`src/rtl/aes_output_buffer_visc.sv`:
```
// Output FIFO after the last AES stage: first-word fall-through, drops on full, sticky overflow.
// Optional AES_OBUF_DROP_CNT_EN adds a saturating drop_count output cleared by clr_overflow.
module aes_output_buffer_visc #(
  parameter int DEPTH = 4,
  parameter int WIDTH = 128
) (
  input  logic                       clk,
  input  logic                       rst_n,
  input  logic [WIDTH-1:0]           in_data,
  input  logic                       in_valid,
  output logic [WIDTH-1:0]           out_data,
  output logic                       out_valid,
  input  logic                       out_ready,
  output logic                       can_accept,
  output logic [$clog2(DEPTH):0]     level,
  output logic                       overflow,
  input  logic                       clr_overflow
`ifdef AES_OBUF_DROP_CNT_EN
  ,
  output logic [15:0]                drop_count
`endif
);

  localparam int PW = $clog2(DEPTH);
  localparam int LW = PW + 1;

  logic [WIDTH-1:0] mem_q [DEPTH];
  logic [PW-1:0]    wr_ptr_q, wr_ptr_d, rd_ptr_q, rd_ptr_d;
  logic [LW-1:0]    level_q, level_d;
  logic             overflow_q, overflow_d;
  logic             push, pop, drop;

  assign out_valid  = (level_q != '0);
  assign can_accept = (level_q < LW'(DEPTH));
  assign level      = level_q;
  assign overflow   = overflow_q;
  // Zero while empty so the output is defined out of reset.
  assign out_data   = out_valid ? mem_q[rd_ptr_q] : '0;

  assign pop  = out_valid && out_ready;
  assign push = in_valid && (can_accept || pop);
  assign drop = in_valid && !push;

  always_comb begin
    wr_ptr_d   = wr_ptr_q;
    rd_ptr_d   = rd_ptr_q;
    level_d    = level_q;
    overflow_d = overflow_q;
    if (push) wr_ptr_d = wr_ptr_q + PW'(1);
    if (pop)  rd_ptr_d = rd_ptr_q + PW'(1);
    if (push && !pop)      level_d = level_q + LW'(1);
    else if (pop && !push) level_d = level_q - LW'(1);
    if (drop)              overflow_d = 1'b1;
    else if (clr_overflow) overflow_d = 1'b0;
  end

  always_ff @(posedge clk or negedge rst_n) begin
    if (!rst_n) begin
      wr_ptr_q   <= '0;
      rd_ptr_q   <= '0;
      level_q    <= '0;
      overflow_q <= 1'b0;
    end else begin
      wr_ptr_q   <= wr_ptr_d;
      rd_ptr_q   <= rd_ptr_d;
      level_q    <= level_d;
      overflow_q <= overflow_d;
    end
  end

  // Storage is intentionally not reset; out_valid masks stale entries.
  always_ff @(posedge clk) begin
    if (push) mem_q[wr_ptr_q] <= in_data;
  end

`ifdef AES_OBUF_DROP_CNT_EN
  logic [15:0] drop_cnt_q, drop_cnt_d;

  always_comb begin
    drop_cnt_d = drop_cnt_q;
    if (clr_overflow)                     drop_cnt_d = drop ? 16'd1 : 16'd0;
    else if (drop && drop_cnt_q != 16'hFFFF) drop_cnt_d = drop_cnt_q + 16'd1;
  end

  always_ff @(posedge clk or negedge rst_n) begin
    if (!rst_n) drop_cnt_q <= '0;
    else        drop_cnt_q <= drop_cnt_d;
  end

  assign drop_count = drop_cnt_q;
`endif

endmodule
```
`config.mk`:
```
export PLATFORM = sky130hd
export DESIGN_NAME = aes_output_buffer_visc
export DESIGN_NICKNAME = d
export VERILOG_FILES = /design/src/rtl/aes_output_buffer_visc.sv
export SDC_FILE = /design/constraint.sdc
export NUM_CORES = 1
export LEC_CHECK = 0
export BUFFER_PORTS_ARGS = -buffer_cell sky130_fd_sc_hd__clkbuf_2
export CAP_MARGIN = 15
export CORE_MARGIN = 2
export CORE_UTILIZATION = 31
export DETAILED_ROUTE_END_ITERATION = 10
export GPL_TIMING_DRIVEN = 1
export PLACE_DENSITY_LB_ADDON = 0.15
export SLEW_MARGIN = 20
export SYNTH_ARGS = -nofsm -noshare
export SYNTH_HDL_FRONTEND = slang
export SYNTH_SLANG_ARGS = --single-unit
```
`constraint.sdc`:
```
create_clock -name clk -period 8 [get_ports clk]
set_input_delay 1.2 -clock clk [delete_from_list [all_inputs] [get_ports clk]]
set_output_delay 1.2 -clock clk [all_outputs]
set_load 0.005 [all_outputs]
```
### After elaboration in Yosys (flattened, before gate mapping)

Memory sizes are Yosys's and may differ from the RTL's.
Index checks and enable logic that the tools add are counted.

| cells by class | value |
|---|---|
| add/sub/neg operators | 4 |
| order comparisons | 1 |
| mux-type cells | 7 |
| reduce and logical (&&, ||, !) cells | 11 |

Operators by type and width:

| cell | count |
|---|---|
| two-way mux 128 bit | 1 |
| two-way mux 3 bit | 2 |
| logical AND 1 bit | 5 |
| adder 2 x 1 -> 2 bit, second input constant | 2 |
| two-way mux 1 bit | 4 |
| nonzero test 2 bit | 2 |
| adder 3 x 1 -> 3 bit, second input constant | 1 |
| < comparator 3 bit, second input constant | 1 |
| nonzero test 3 bit | 1 |
| subtractor 3 x 1 -> 3 bit, second input constant | 1 |
| zero test 1 bit | 2 |
| logical OR 1 bit | 1 |

| storage, ports and cells | value |
|---|---|
| flip-flop bits (word level) | 8 |
| memory bits (writable) | 512 |
| bits of input ports | 133 |
| output and inout port bits | 134 |
| word-level logic and storage cells | 28 |
| memories | 1 |

Memories:

| name | words | width | rd ports | clocked after Yosys merged registers in | wr ports | RTL line | text |
|---|---|---|---|---|---|---|---|
| mem_q | 4 | 128 | 1 | 0 | 1 | 27 | `logic [WIDTH-1:0] mem_q [DEPTH];` |

### Depth between registers and ports, before layout

Gate-level depths: netlist of run 1.

| depth | value |
|---|---|
| word-level depth | 8 |
| depth in mapped cells | 9 |
| mapped depth without buffers | 8 |

### Least setup slack after synthesis of run 1

No wires, ideal clock.

| timing path | value |
|---|---|
| kind | input -> register |
| start | input out_ready |
| end | memory mem_q[0][0], enable pin |
| setup time | 0.502 ns |
| data arrival time | 4.583 ns |
| required time | 7.498 ns |
| slack | 2.915 ns |
| cell stages on the path | 3 |
| path buffers | 0 |
| path through | inv_1 > a21boi_1 > and2_1 |

| between the ends | value |
|---|---|
| longest elaborated chain between the ends | 5 |

Ends and longest elaborated chain:

| element | RTL line | text |
|---|---|---|
| start: declaration | 13 | `input logic out_ready,` |
| logical AND 1 bit | 40 | `assign pop = out_valid && out_ready;` |
| logical OR 1 bit | 41 | `assign push = in_valid && (can_accept \|\| pop);` |
| logical AND 1 bit | 41 |  |
| named net push | 31 | `logic push, pop, drop;` |
| two-way mux 1 bit | 73 | `if (push) mem_q[wr_ptr_q] <= in_data;` |
| two-way mux 1 bit (not written as such) | 73 |  |
| end: declaration | 27 |  |

The timed path passes the listed nets, and every way through them passes these cells.

### Worst setup path after layout of run 1

| timing path | value |
|---|---|
| start | register rd_ptr_q[0] |
| end | output out_data[53] |

| between the ends | value |
|---|---|
| longest elaborated chain between the ends | 2 |

Ends and longest elaborated chain:

| element | RTL line | text |
|---|---|---|
| start: declaration | 28 | `logic [PW-1:0] wr_ptr_q, wr_ptr_d, rd_ptr_q, rd_ptr_d;` |
| start signal: assignment | 65 | `rd_ptr_q <= rd_ptr_d;` |
| memory read (4 x 128 bit) | -- |  |
| two-way mux 128 bit | 38 | `assign out_data = out_valid ? mem_q[rd_ptr_q] : '0;` |
| end: declaration | 11 | `output logic [WIDTH-1:0] out_data,` |

No other way between the ends.

==> results_dict.tcl, run 1 <==
set metrics [dict create \
    status "complete, no violations" \
    cts_tree "yes" \
    yosysWarningCount 0 \
    rsz0062_at_grt "no" \
    reg2regPathDepth 3 \
    grt_pass1_vias 9721 \
    crit_arrival_ns 3.15 \
    crit_required_ns 6.80 \
    synth_commonest_cells "edfxtp_1, and2_1, mux4_2, clkbuf_1, buf_2" \
    hold_path_class "in -> async" \
    r2r_slack_ns 5.14 \
    dp_hpwl_um 26320 \
    tns_ns 0 \
    cts_hold_buffers 0 \
    clk_latency_ns 0.60 \
    grt_pass1_wl_um 65760 \
    synth-edff-count 512 \
    post_cts_resized 0 \
    place_congestion 0.6800 \
    slew_headroom_pct 31.22 \
    final_cells 2031 \
    core_um2 63080 \
    ant_nets 0 \
    p_per_area_nw_per_um2 369.8 \
    critPathMaxStageDelay_ns 0.84 \
    wl_um 44440 \
    cts.clk_slew.worst_paths_ns 0.06 \
    ys_seq_area_share_pct 78.79 \
    die_w_um 256.5 \
    synthTopCellsByArea "edfxtp_1, mux4_2, and2_1" \
    syn-num-nets 988 \
    die_area_um2 65800 \
    vias 9150 \
    vias_per_cell 4.505 \
    postSynthCellCount 849 \
    ios 267 \
    synth.most_common_cell "edfxtp_1" \
    nNetsFinal 1282 \
    yosysUniqueCellTypes 20 \
    portBuffers 266 \
    drt_iter0_markers 528 \
    finalHoldViolCount 0 \
    grt_overflow 0 \
    busiest_layer "met2" \
    htree_levels 2 \
    ys.flop_type "edfxtp_1" \
    areaGrowthSynthToFinish_pct 20.48 \
    cp-start-kind "flop" \
    grtUsageMet2_pct 22.52 \
    final_core_util_pct 37.75 \
    cts.sinks 520 \
    clockRootBuffer "clkbuf_16" \
    timing.rr.end "mem_q[2][87]$_DFFE_PP_" \
    met1_usage_pct 17.43 \
    cpMaxStageDelayCell "dfrtp_4" \
    clk_path_buf_depth 3 \
    cts_setup_buffers 0 \
    finClkSkew_ns 0.01491 \
    dpl.cell_count 1930 \
    vdd_drop_max_mv 0.1999 \
    drv_cap 0 \
    antenna_found_initial 7 \
    grt_max_degree 129 \
    multi_input_area_um2 3918 \
    crit_path_cell_trace "buf_4 > mux4_2 > and2_1 > clkbuf_2" \
    whs_ns 0.4443 \
    tightest_slew_ns 1.032 \
    routedWlPerCell_um 21.88 \
    setup_viol 0 \
    period_needed_ns 4.353 \
    avgSynthCellArea_um2 23.28 \
    drive_gt1_share_pct 41.81 \
    slew_viol_final 0 \
    drc 0 \
    fp-row-count 92 \
    cp-end-kind "primary output" \
    async_reset_ff_share_pct 1.538 \
    dr.pass1.iters 4 \
    n_fill_cell 5883 \
    die_y_um 256.5 \
    path_class "reg -> out" \
    synth_top_area_share_pct 77.78 \
    met3_usage_pct 3.302 \
    worstReg2RegStart "level[2]$_DFFE_PN0P_" \
    post-route-period-util_pct 54.42 \
    power.leakage_nw 8.057 \
    numCtsBuffers 57 \
    synth_top_area_cell "edfxtp_1" \
    synth_area_um2 19770 \
    cp_max_fo 33 \
    start_util_pct 31.34 \
    regArea_um2 15580 \
    grt_usage_pct 13.45 \
    max_clock_freq_mhz 229.7 \
    synth-seq-cells 520 \
]
[cells by family (layout without fill, tap and decap cells)]
group                      Yosys count  in the layout  share of synthesized area [%]
other                                0              1                              0
AOI/OAI and AO/OA                    2              2                        0.08864
xor gates and xnor gates             6              6                         0.2659
DFF                                520            520                          78.79
buffers and inverters               49            384                          1.462
and+or+nand+nor                    136            136                          4.273
muxes                              130            130                          14.70
adders and majority gates            6              6                         0.4178
[how the worst max path moves through the flow]
stage                       startpoint                      to  slack, ns  cells past startpoint
3_5_place_dp                 out_ready  mem_q[2][30]$_DFFE_PP_       4.05                      5
5_1_grt        rd_ptr_q[0]$_DFFE_PN0P_            out_data[42]       3.38                      4
2_1_floorplan                out_ready   mem_q[0][0]$_DFFE_PP_       2.91                      3
4_1_cts        rd_ptr_q[0]$_DFFE_PN0P_            out_data[17]       3.47                      4
6_report       rd_ptr_q[0]$_DFFE_PN0P_            out_data[53]       3.65                      4
3_3_place_gp                 out_ready  mem_q[2][33]$_DFFE_PP_       4.06                      5
[per-stage QoR]
| stage | instance area, µm² | setup slack, ns | power, W |
|---|---|---|---|
| 2_1_floorplan | 19770 | 2.915 | 0.005387 |
| 4_1_cts | 23810 | 3.475 | 0.009047 |
| 3_5_place_dp | 22030 | 4.053 | 0.006511 |
| 3_3_place_gp | 22030 | 4.063 | 0.006508 |
| 6_report | 23820 | 3.647 | 0.008806 |
| 5_1_grt | 23810 | 3.384 | 0.009313 |
[metal layers]
layer	vias up	share of wire, %
met1	4777	42
met3	77	5.2
li1	4078	-
met4	14	2.1
met2	204	50
met5	-	0.21
[layout by cell type (no fill, tap or decap), drive strengths merged]
cell and instances:
nand3 1, clkbuf 334, nand2 1, and2 132, or3 1, dfrtp 8
mux4 128, nor2 1, bufinv 4, clkinv 21, ha 5, buf 12
inv 7, diode 1, a21boi 1, clkinvlp 6, edfxtp 512, fa 1
xnor2 5, mux2 2, xor2 1, a32o 1
[power breakdown]
group / internal [W] / switching (W) / total (W)
Clock: 0.00145 / 0.00104 / 0.00249
Sequential: 0.00350 / 0.000203 / 0.00370
Combinational: 0.00130 / 0.00131 / 0.00261
Total: 0.00625 / 0.00256 / 0.00881
[cell type report]
cell class | instances | area share [%]
Sequential cell | 520 | 65.43
Multi-Input combinational cell | 280 | 16.45
Clock buffer | 68 | 6.252
Timing Repair Buffer | 278 | 6.073
Tap cell | 846 | 4.445
Clock inverter | 32 | 1.245
Inverter | 6 | 0.09457
Antenna cell | 1 | 0.01051
[sequential cells by signal, indices dropped and copies added (netlist names)]
register,cells
rd_ptr_q,2
overflow,1
wr_ptr_q,2
level,3
mem_q,512
[critical path, delay by kind of cell, from the launching register on]
family / cells / cell delay (ns)
multiplexers: 1 / 0.59
AND/OR/NAND/NOR: 1 / 0.21
buffers and inverters: 2 / 0.84
flip-flops: 1 / 0.84
No activity file was read; power rests on OpenSTA's default activity.
==> inputs of run 2 (changes only) <==
clock period = 4.13 ns   (was 8 ns; I/O delays follow)
==> results_dict.tcl, run 2 (synthesis results as in run 1) <==
set metrics [dict create \
    status "complete, no violations" \
    crit_path_cell_trace "buf_4 > mux4_2 > and2_1 > clkbuf_2" \
    post_cts_resized 0 \
    cts.sinks 520 \
    ant_nets 0 \
    cp-end-kind "primary output" \
    die_area_um2 65800 \
    p_seq_share_pct 41.4 \
    antenna_cells 0 \
    dp_slack_ns 1.341 \
    layout_commonest_cell "edfxtp_1" \
    switching_share_pct 28.67 \
    crit_required_ns 3.51 \
    p_per_area_nw_per_um2 719.2 \
    clockRootBuffer "clkbuf_16" \
    finalHoldViolCount 0 \
    die_y_um 256.5 \
    htree_levels 2 \
    fp-row-count 92 \
    drt_iter0_markers 573 \
    placed_cell_area_um2 22250 \
    areaGrowthSynthToFinish_pct 21.64 \
    p_int_w 0.01233 \
    grt_pass1_wl_um 66340 \
    drc 0 \
    p_sw_w 0.004958 \
    die_w_um 256.5 \
    largest_reg_flops 512 \
    drv_cap 0 \
    setup_slack_ns 0.7945 \
    period_needed_ns 3.335 \
    grtUsageMet2_pct 22.97 \
    cts_tree "yes" \
    post-route-period-util_pct 80.76 \
    wl_um 44480 \
    grt_usage_pct 13.50 \
    nNetsFinal 1293 \
    slew_headroom_pct 41.49 \
    drive_gt1_share_pct 42.04 \
    core_um2 63080 \
    numCtsBuffers 57 \
    busiest_layer "met2" \
    r2r_slack_ns 1.74 \
    design_area_um2 24040 \
    n_fill_cell 5846 \
    final_cell_mix "edfxtp_1, clkbuf_2, mux4_2, and2_1, clkbuf_16" \
    cp_max_fo 44 \
    vdd_drop_max_mv 0.3644 \
    tightest_slew_ns 0.8777 \
    path_class "reg -> out" \
    cts.clk_slew.worst_paths_ns 0.06 \
    rsz0062_at_grt "no" \
    place_congestion 0.6760 \
    top_register "mem_q" \
    start_util_pct 31.34 \
    power_frac_comb_pct 30.5 \
    met3_usage_pct 3.707 \
    grt_overflow 0 \
    power.leakage_nw 8.173 \
    clock_power_share_pct 28.1 \
    critPathMaxStageDelay_ns 0.98 \
    vias_per_cell 4.568 \
    crit_arrival_ns 2.72 \
    clk_path_buf_depth 3 \
    dr.pass1.iters 4 \
    clk_latency_ns 0.60 \
    cpMaxStageDelayCell "dfrtp_4" \
    ios 267 \
    path_buf_inv 2 \
    routedWlPerCell_um 21.80 \
    setup_viol 0 \
    slew_viol_final 0 \
    cp-start-kind "flop" \
    portBuffers 266 \
    tns_ns 0 \
    grt_pass1_vias 10080 \
    grt_max_degree 70 \
    hold_path_class "in -> reg" \
    finClkSkew_ns 0.02309 \
    cp_top_family "flip-flops" \
    met1_usage_pct 17.06 \
    dp_hpwl_um 25990 \
    vias 9318 \
    max_clock_freq_mhz 299.8 \
    antenna_found_initial 4 \
]
==> run 2: cell types whose count changed in the layout (fill, tap and decap cells not counted), sizes merged <==
cell	change
bufinv	+1
diode	-1
dlygate4sd3	+1
buf	+10
clkinvlp	-5
clkbuf	+3
==> run 2: path summary, 6_finish.rpt <==
kind,from,endpoint,depth (start not counted)
min,in_data[127],mem_q[3][127]$_DFFE_PP_,1
max reg2reg,level[2]$_DFFE_PN0P_,mem_q[0][58]$_DFFE_PP_,3
min in group asynchronous,rst_n,level[0]$_DFFE_PN0P_,2
max,rd_ptr_q[1]$_DFFE_PN0P_,out_data[56],4
max in group asynchronous,rst_n,rd_ptr_q[0]$_DFFE_PN0P_,2
min reg2reg,overflow$_DFFE_PN0P_,overflow$_DFFE_PN0P_,1
==> run 2: repair_timing <==
item | 4_1_cts | 5_1_grt
hold buffers | 1 | 0
endpoints found under the hold margin | 8 | 0
buffers inserted | 0 | 0
==> run 2: metal layers <==
| layer | part of all wire (%) | vias to the layer above |
|---|---|---|
| li1 | - | 4090 |
| met1 | 42 | 4920 |
| met2 | 51 | 222 |
| met3 | 5.7 | 78 |
| met4 | 1.9 | 8 |
| met5 | 0.13 | - |
==> run 2: power by group through the flow <==
stage / registers, W / logic [W] / clock network [W]
CTS: 0.00719 / 0.00550 / 0.00504
global route: 0.00725 / 0.00578 / 0.00524
floorplan: 0.00705 / 0.00332 / 0
finish: 0.00716 / 0.00527 / 0.00487
global placement: 0.00727 / 0.00550 / 0
detailed placement: 0.00729 / 0.00548 / 0
==> run 2: worst reg2reg max path, delay by kind of cell (launching register included) <==
kind                   cells  cell delay, ns
flip-flops                 1            0.42
AND/OR/NAND/NOR            1            0.64
AO/OA/AOI/OAI              1            0.51
buffers and inverters      1            0.37
==> run 2: per-stage QoR <==
| step | instances | utilization (%) | hold WS, ns | power (W) |
|---|---|---|---|---|
| after detailed placement | 1940 | 35.28 | 0.4882 | 0.01278 |
| after CTS | 2040 | 38.11 | 0.1851 | 0.01772 |
| final | 2040 | 38.11 | 0.2373 | 0.01729 |
| after global routing | 2040 | 38.11 | 0.1962 | 0.01827 |
| after global placement | 1940 | 35.28 | 0.4816 | 0.01276 |
| after floorplan | 849 | - | 0.3239 | 0.01037 |
==> run 2: layout make-up <==
class,count,area (µm²),share of cell area (%)
flip-flops and latches,520,15580,64.81
well taps,846,1059,4.403
inverters,6,22.52,0.09367
multi-input cells,280,3918,16.29
clock buffers,71,1521,6.328
repair buffers,289,1682,6.994
clock inverters,28,259.0,1.077
